### config.mk
export PLATFORM = sky130hd
export DESIGN_NAME = wb_stream_writer_ctrl
export DESIGN_NICKNAME = d
export VERILOG_FILES = /design/src/rtl/wb_stream_writer_ctrl.sv
export SDC_FILE = /design/constraint.sdc
export NUM_CORES = 1
export LEC_CHECK = 0
export ABC_AREA = 1
export BUFFER_PORTS_ARGS = -buffer_cell sky130_fd_sc_hd__buf_2
export CELL_PAD_IN_SITES_DETAIL_PLACEMENT = 2
export CELL_PAD_IN_SITES_GLOBAL_PLACEMENT = 2
export CORE_ASPECT_RATIO = 1.4
export CORE_MARGIN = 5
export CORE_UTILIZATION = 31
export DETAILED_ROUTE_END_ITERATION = 8
export PLACE_DENSITY_LB_ADDON = 0.1
export SETUP_SLACK_MARGIN = 0.2
export SLEW_MARGIN = 0
export SYNTH_ARGS = -nofsm -noshare
export SYNTH_HDL_FRONTEND = slang
export SYNTH_SLANG_ARGS = --single-unit
### constraint.sdc
create_clock -name wb_clk_i -period 4.35 [get_ports wb_clk_i]
set_input_delay 0.435 -clock wb_clk_i [delete_from_list [all_inputs] [get_ports wb_clk_i]]
set_output_delay 0.435 -clock wb_clk_i [all_outputs]
set_load 0.01 [all_outputs]
### src/rtl/wb_stream_writer_ctrl.sv
// Wishbone read-master sequencer: fetches a buffer from memory in FIFO-gated bursts.
// Optional macro WB_STREAM_WRITER_CTRL_BURST_EN selects incrementing-burst CTI tagging.
module wb_stream_writer_ctrl #(
  parameter int unsigned WB_AW   = 32,
  parameter int unsigned WB_DW   = 32,
  parameter int unsigned FIFO_AW = 6
) (
  input  logic                 wb_clk_i,
  input  logic                 wb_rst_n_i,
  input  logic                 enable,
  input  logic [WB_AW-1:0]     start_adr,
  input  logic [WB_AW-1:0]     buf_size,
  input  logic [WB_AW-1:0]     burst_size,
  output logic [WB_AW-1:0]     wbm_adr_o,
  input  logic [WB_DW-1:0]     wbm_dat_i,
  output logic [WB_DW/8-1:0]   wbm_sel_o,
  output logic                 wbm_we_o,
  output logic                 wbm_cyc_o,
  output logic                 wbm_stb_o,
  output logic [2:0]           wbm_cti_o,
  output logic [1:0]           wbm_bte_o,
  input  logic                 wbm_ack_i,
  input  logic                 wbm_err_i,
  output logic [WB_DW-1:0]     fifo_d_o,
  output logic                 fifo_wr_o,
  input  logic [FIFO_AW:0]     fifo_cnt_i,
  output logic                 busy_o,
  output logic                 done_o,
  output logic                 err_o
);

  localparam logic [WB_AW-1:0] Depth  = WB_AW'(2 ** FIFO_AW);
  localparam logic [WB_AW-1:0] AdrInc = WB_AW'(WB_DW / 8);
  localparam logic [WB_AW-1:0] One    = WB_AW'(1);

  typedef enum logic [1:0] {StIdle, StWait, StBurst, StFin} state_e;

  state_e           state_q, state_d;
  logic [WB_AW-1:0] adr_q, adr_d;
  logic [WB_AW-1:0] rem_q, rem_d;
  logic [WB_AW-1:0] blen_q, blen_d;
  logic [WB_AW-1:0] beat_q, beat_d;
  logic             cyc_q, cyc_d;
  logic             err_q, err_d;

  logic [WB_AW-1:0] len;
  logic [WB_AW-1:0] space;
  logic             ack_ev;
  logic             err_ev;

  assign len    = (blen_q < rem_q) ? blen_q : rem_q;
  assign space  = Depth - WB_AW'(fifo_cnt_i);
  // An error beat wins over a simultaneous ack.
  assign err_ev = cyc_q & wbm_err_i;
  assign ack_ev = cyc_q & wbm_ack_i & ~wbm_err_i;

  always_comb begin
    state_d = state_q;
    adr_d   = adr_q;
    rem_d   = rem_q;
    blen_d  = blen_q;
    beat_d  = beat_q;
    cyc_d   = cyc_q;
    err_d   = err_q;
    case (state_q)
      StIdle: begin
        if (enable) begin
          adr_d   = start_adr;
          rem_d   = buf_size;
          blen_d  = (burst_size == '0) ? One : burst_size;
          err_d   = 1'b0;
          state_d = StWait;
        end
      end
      StWait: begin
        if (rem_q == '0) begin
          state_d = StFin;
        end else if (space >= len) begin
          beat_d  = len;
          cyc_d   = 1'b1;
          state_d = StBurst;
        end
      end
      StBurst: begin
        if (err_ev) begin
          cyc_d   = 1'b0;
          err_d   = 1'b1;
          state_d = StFin;
        end else if (ack_ev) begin
          adr_d  = adr_q + AdrInc;
          rem_d  = rem_q - One;
          beat_d = beat_q - One;
          if (beat_q == One) begin
            cyc_d   = 1'b0;
            state_d = (rem_q == One) ? StFin : StWait;
          end
        end
      end
      StFin:   state_d = StIdle;
      default: state_d = StIdle;
    endcase
  end

  always_ff @(posedge wb_clk_i or negedge wb_rst_n_i) begin
    if (!wb_rst_n_i) begin
      state_q <= StIdle;
      adr_q   <= '0;
      rem_q   <= '0;
      blen_q  <= '0;
      beat_q  <= '0;
      cyc_q   <= 1'b0;
      err_q   <= 1'b0;
    end else begin
      state_q <= state_d;
      adr_q   <= adr_d;
      rem_q   <= rem_d;
      blen_q  <= blen_d;
      beat_q  <= beat_d;
      cyc_q   <= cyc_d;
      err_q   <= err_d;
    end
  end

  assign wbm_adr_o = adr_q;
  assign wbm_sel_o = '1;
  assign wbm_we_o  = 1'b0;
  assign wbm_cyc_o = cyc_q;
  assign wbm_stb_o = cyc_q;
  assign wbm_bte_o = 2'b00;

`ifdef WB_STREAM_WRITER_CTRL_BURST_EN
  assign wbm_cti_o = !cyc_q          ? 3'b000 :
                     (beat_q == One) ? 3'b111 : 3'b010;
`else
  assign wbm_cti_o = 3'b000;
`endif

  assign fifo_wr_o = ack_ev;
  assign fifo_d_o  = wbm_dat_i;

  assign busy_o = (state_q != StIdle);
  assign done_o = (state_q == StFin);
  assign err_o  = err_q;

endmodule

==> flow_summary.toml <==
[floorplan]
fp.coreArea_um2 = 34130
rows = 80
start_util = 0.3132
die-area_um2 = 38360
ios = 220
fp.dieW_um = 167.0
die_h_um = 229.7

[yosys]
muxShareOfSynthArea = 0
synth_area_um2 = 10690
synth_edf_count = 0
synthDistinctLibCells = 54
synth_compound_area_frac = 0.1317
synth.yosys.seq_area_share = 0.3090
synth-seq-cells = 132
synth-simple-area-share = 0.3358
synthAdderAreaFrac = 0.08075
ys_top_cells_by_area = "dfrtp_1 (31%), nand2_1 (14%), ha_1 (8.1%)"
synth_flop_cell = "dfrtp_1"
ys.warnings.count = 0
synth_common_cells = "nand2_1 (405), nor2_1 (149), dfrtp_1 (132), inv_1 (128), nand3_1 (116)"
netlist_instances = 1530
synth_top_area_share = 0.3090
synthArstFlopShare = 1.000
synth_top_family_by_area = "simple AND/OR/NAND/NOR gates"
yosysMostFrequentCell = "nand2_1"
synth_top_area_cell = "dfrtp_1"
synthXorXnorAreaFrac = 0.02949
avgSynthCellArea_um2 = 6.988

[route]
drt-total-wl_um = 45290
first_pass_iters = 6
wl_per_cell_um = 21.62
drt_iter0_markers = 424
vias_per_cell = 5.225
drc = 0
route.antenna.remaining_nets = 0
num_vias = 10947

[job]
maxCapViolCount = 0

[timing]
tightest_slew_ps = 1008
skew_ps = 10.57
fin_ws_ps = 478.4
drv_slew = 0
grt_setup_unrepaired = "false"
relSlewSlack = 0.3279
min_period_over_period = 0.8900
timing.fmax_mhz = 258.3
final_hold_viol_count = 6
setup_tns_ps = 0
whs_ps = -8.963
period_needed_ps = 3872
setup_viol = 0

[pwr]
power_density_nw_per_um2 = 982.0
vdd_drop_max_uv = 358.6
p_leak_nw = 6.094

[cts]
clockBufferDepth = 2
cts_sinks = 132
post_cts_buffers = 0
clk_latency_ps = 450
root_buffer = "clkbuf_16"
ctsResizeCount = 0
clkSlewWorstSetupHoldPaths_ps = 70
cts_inserted_buffers = 17
ctsHtreeMaxLevel = 4
tritoncts = "built"
ctsHoldBuffers = 0

[critical_path]
worstPathMaxFanout = 26
cp-end-kind = "flip-flop"
cp_slowest_stage_delay_ps = 390
crit_family = "simple AND/OR/NAND/NOR gates"
worstPathArrival_ps = 4210
slowest_stage = "dfrtp_1"
startpoint_type = "flip-flop"
cp_common_cell = "nand2_1"
crit_type = "reg2reg"
crit_chain = "inv_2 > ha_1 > a21oi_1 > o21ai_1 > nand2_1 > o211ai_1 > nor2_4 > buf_12 > nand3_1 > and2_1 > ha_1 > nand2_1 > nor2_2 > nand4_1 > nand3_1 > nand2_1 > nand2_1 > nand2_1 > nand2_1 > nand3_4 > buf_12 > o21ai_0 > nand2_1"
path_buf_inv = 3
required_ps = 4690

[cells_and_area]
area_growth_pct = 15.32
drive_above_1_share = 0.1675
utilization = 0.3612
fin_cells = 2095
final_nets = 1838

[status]
status = "complete, but fails checks"
failed_checks = "negative hold slack"

[place]
io_buffer_count = 145
place_inst = 2060
preCtsSetupSlack_ps = 312.1
hpwlAfterDp_um = 35790
gp_congestion = 0.8836

[min_path]
hold_class = "in2async"

[global_routing]
grt_usage = 0.2342
grt_pass1_vias = 12276
grt_first_pass_wirelength_um = 70300
gr-total-overflow = 0
grt_start_max_net_pins = 75
grt_antenna_before_repair = 2
-- cell usage in the layout (no fill, tap or decap), drive strengths merged, types with 2 or more instances in the layout --
cell / n
xnor2: 7
buf: 167
xor2: 29
a31oi: 6
o21ai: 105
a22oi: 17
and2: 9
nand3b: 9
nor4: 18
nor2: 170
o211ai: 8
dfrtp: 132
nand2: 416
o21a: 3
conb: 10
o22ai: 29
ha: 69
nand4: 23
clkinv: 7
o221ai: 3
o31ai: 4
nand3: 120
clkbuf: 20
inv: 147
bufinv: 6
a21boi: 5
nor3: 25
or2: 8
a211oi: 2
nor3b: 2
diode: 2
a21oi: 58
-- cell families (layout without fill, tap and decap cells) --
kind of cell	Yosys count	count (layout)
fa+ha+maj	69	69
buf+inv	244	348
xor+xnor	36	36
simple gates	801	801
other cells	2	12
compound gates	246	246
flops	132	132
-- worst register-to-register path, stage by stage, from the launching register on --
cell and delay (ps):
dfrtp_1 390, inv_2 90, ha_1 320, a21oi_1 170, o21ai_1 90, nand2_1 60, o211ai_1 150, nor2_4 240
buf_12 200, nand3_1 130, and2_1 180, ha_1 270, nand2_1 80, nor2_2 160, nand4_1 110, nand3_1 180
nand2_1 80, nand2_1 70, nand2_1 50, nand2_1 140, nand3_4 150, buf_12 200, o21ai_0 190, nand2_1 80
-- layer usage --
| metal | vias to the layer above | GRT usage | wire length, um |
|---|---|---|---|
| met1 | 5519 | 0.2679 | 18380 |
| met5 | - | 0 | 0 |
| met2 | 157 | 0.4487 | 24710 |
| li1 | 5219 | - | - |
| met4 | 0 | 0.08314 | 1340 |
| met3 | 52 | 0.02234 | 857 |
-- final timing paths --
path | start | end | slack, ps | cells after the start
hold / removal | wb_rst_n_i | beat_q[29] | -9 | 1
min in group wb_clk_i | start_adr[0] | wbm_adr_o[0] | 190 | 3
setup reg to reg | rem_q[27] | beat_q[24] | 480 | 23
max in group asynchronous | wb_rst_n_i | blen_q[23] | 3300 | 2
setup / recovery | rem_q[27] | beat_q[24] | 480 | 23
hold reg to reg | wbm_adr_o[0] | wbm_adr_o[0] | 470 | 2
-- cell type report --
cell class              count  area (um^2)
clock inverters            13        229.0
well taps                 451        564.3
multi-input cells        1162         6248
clock buffers              19        452.9
diodes                      2        5.005
flip-flops and latches    132         3304
inverters                 148        558.0
fillers                  4164        21800
repair buffers            168        967.2
-- sequential cells by signal (all words and copies together) (netlist names) --
signal     count
beat_q        32
err_o          1
wbm_adr_o     32
blen_q        32
state_q        2
rem_q         32
wbm_cyc_o      1
-- stage by stage --
| step | total power [mW] | hold slack, ps | area [um^2] |
|---|---|---|---|
| 6_report | 12.11 | -8.963 | 12330 |
| 5_1_grt | 13.22 | 47.58 | 12330 |
| 4_1_cts | 12.13 | 19.14 | 12250 |
| 3_5_place_dp | 10.33 | 461.5 | 11570 |
| 3_3_place_gp | 10.03 | 449.5 | 11570 |
| 2_1_floorplan | 7.559 | 139.4 | 10720 |
-- report_power, final --
group	internal [mW]	total [mW]	switching, mW
Clock	1.10	1.72	0.620
Combinational	2.51	7.76	5.25
Sequential	1.88	2.62	0.743
Total	5.50	12.1	6.61
No activity file was read; power rests on OpenSTA's default activity.
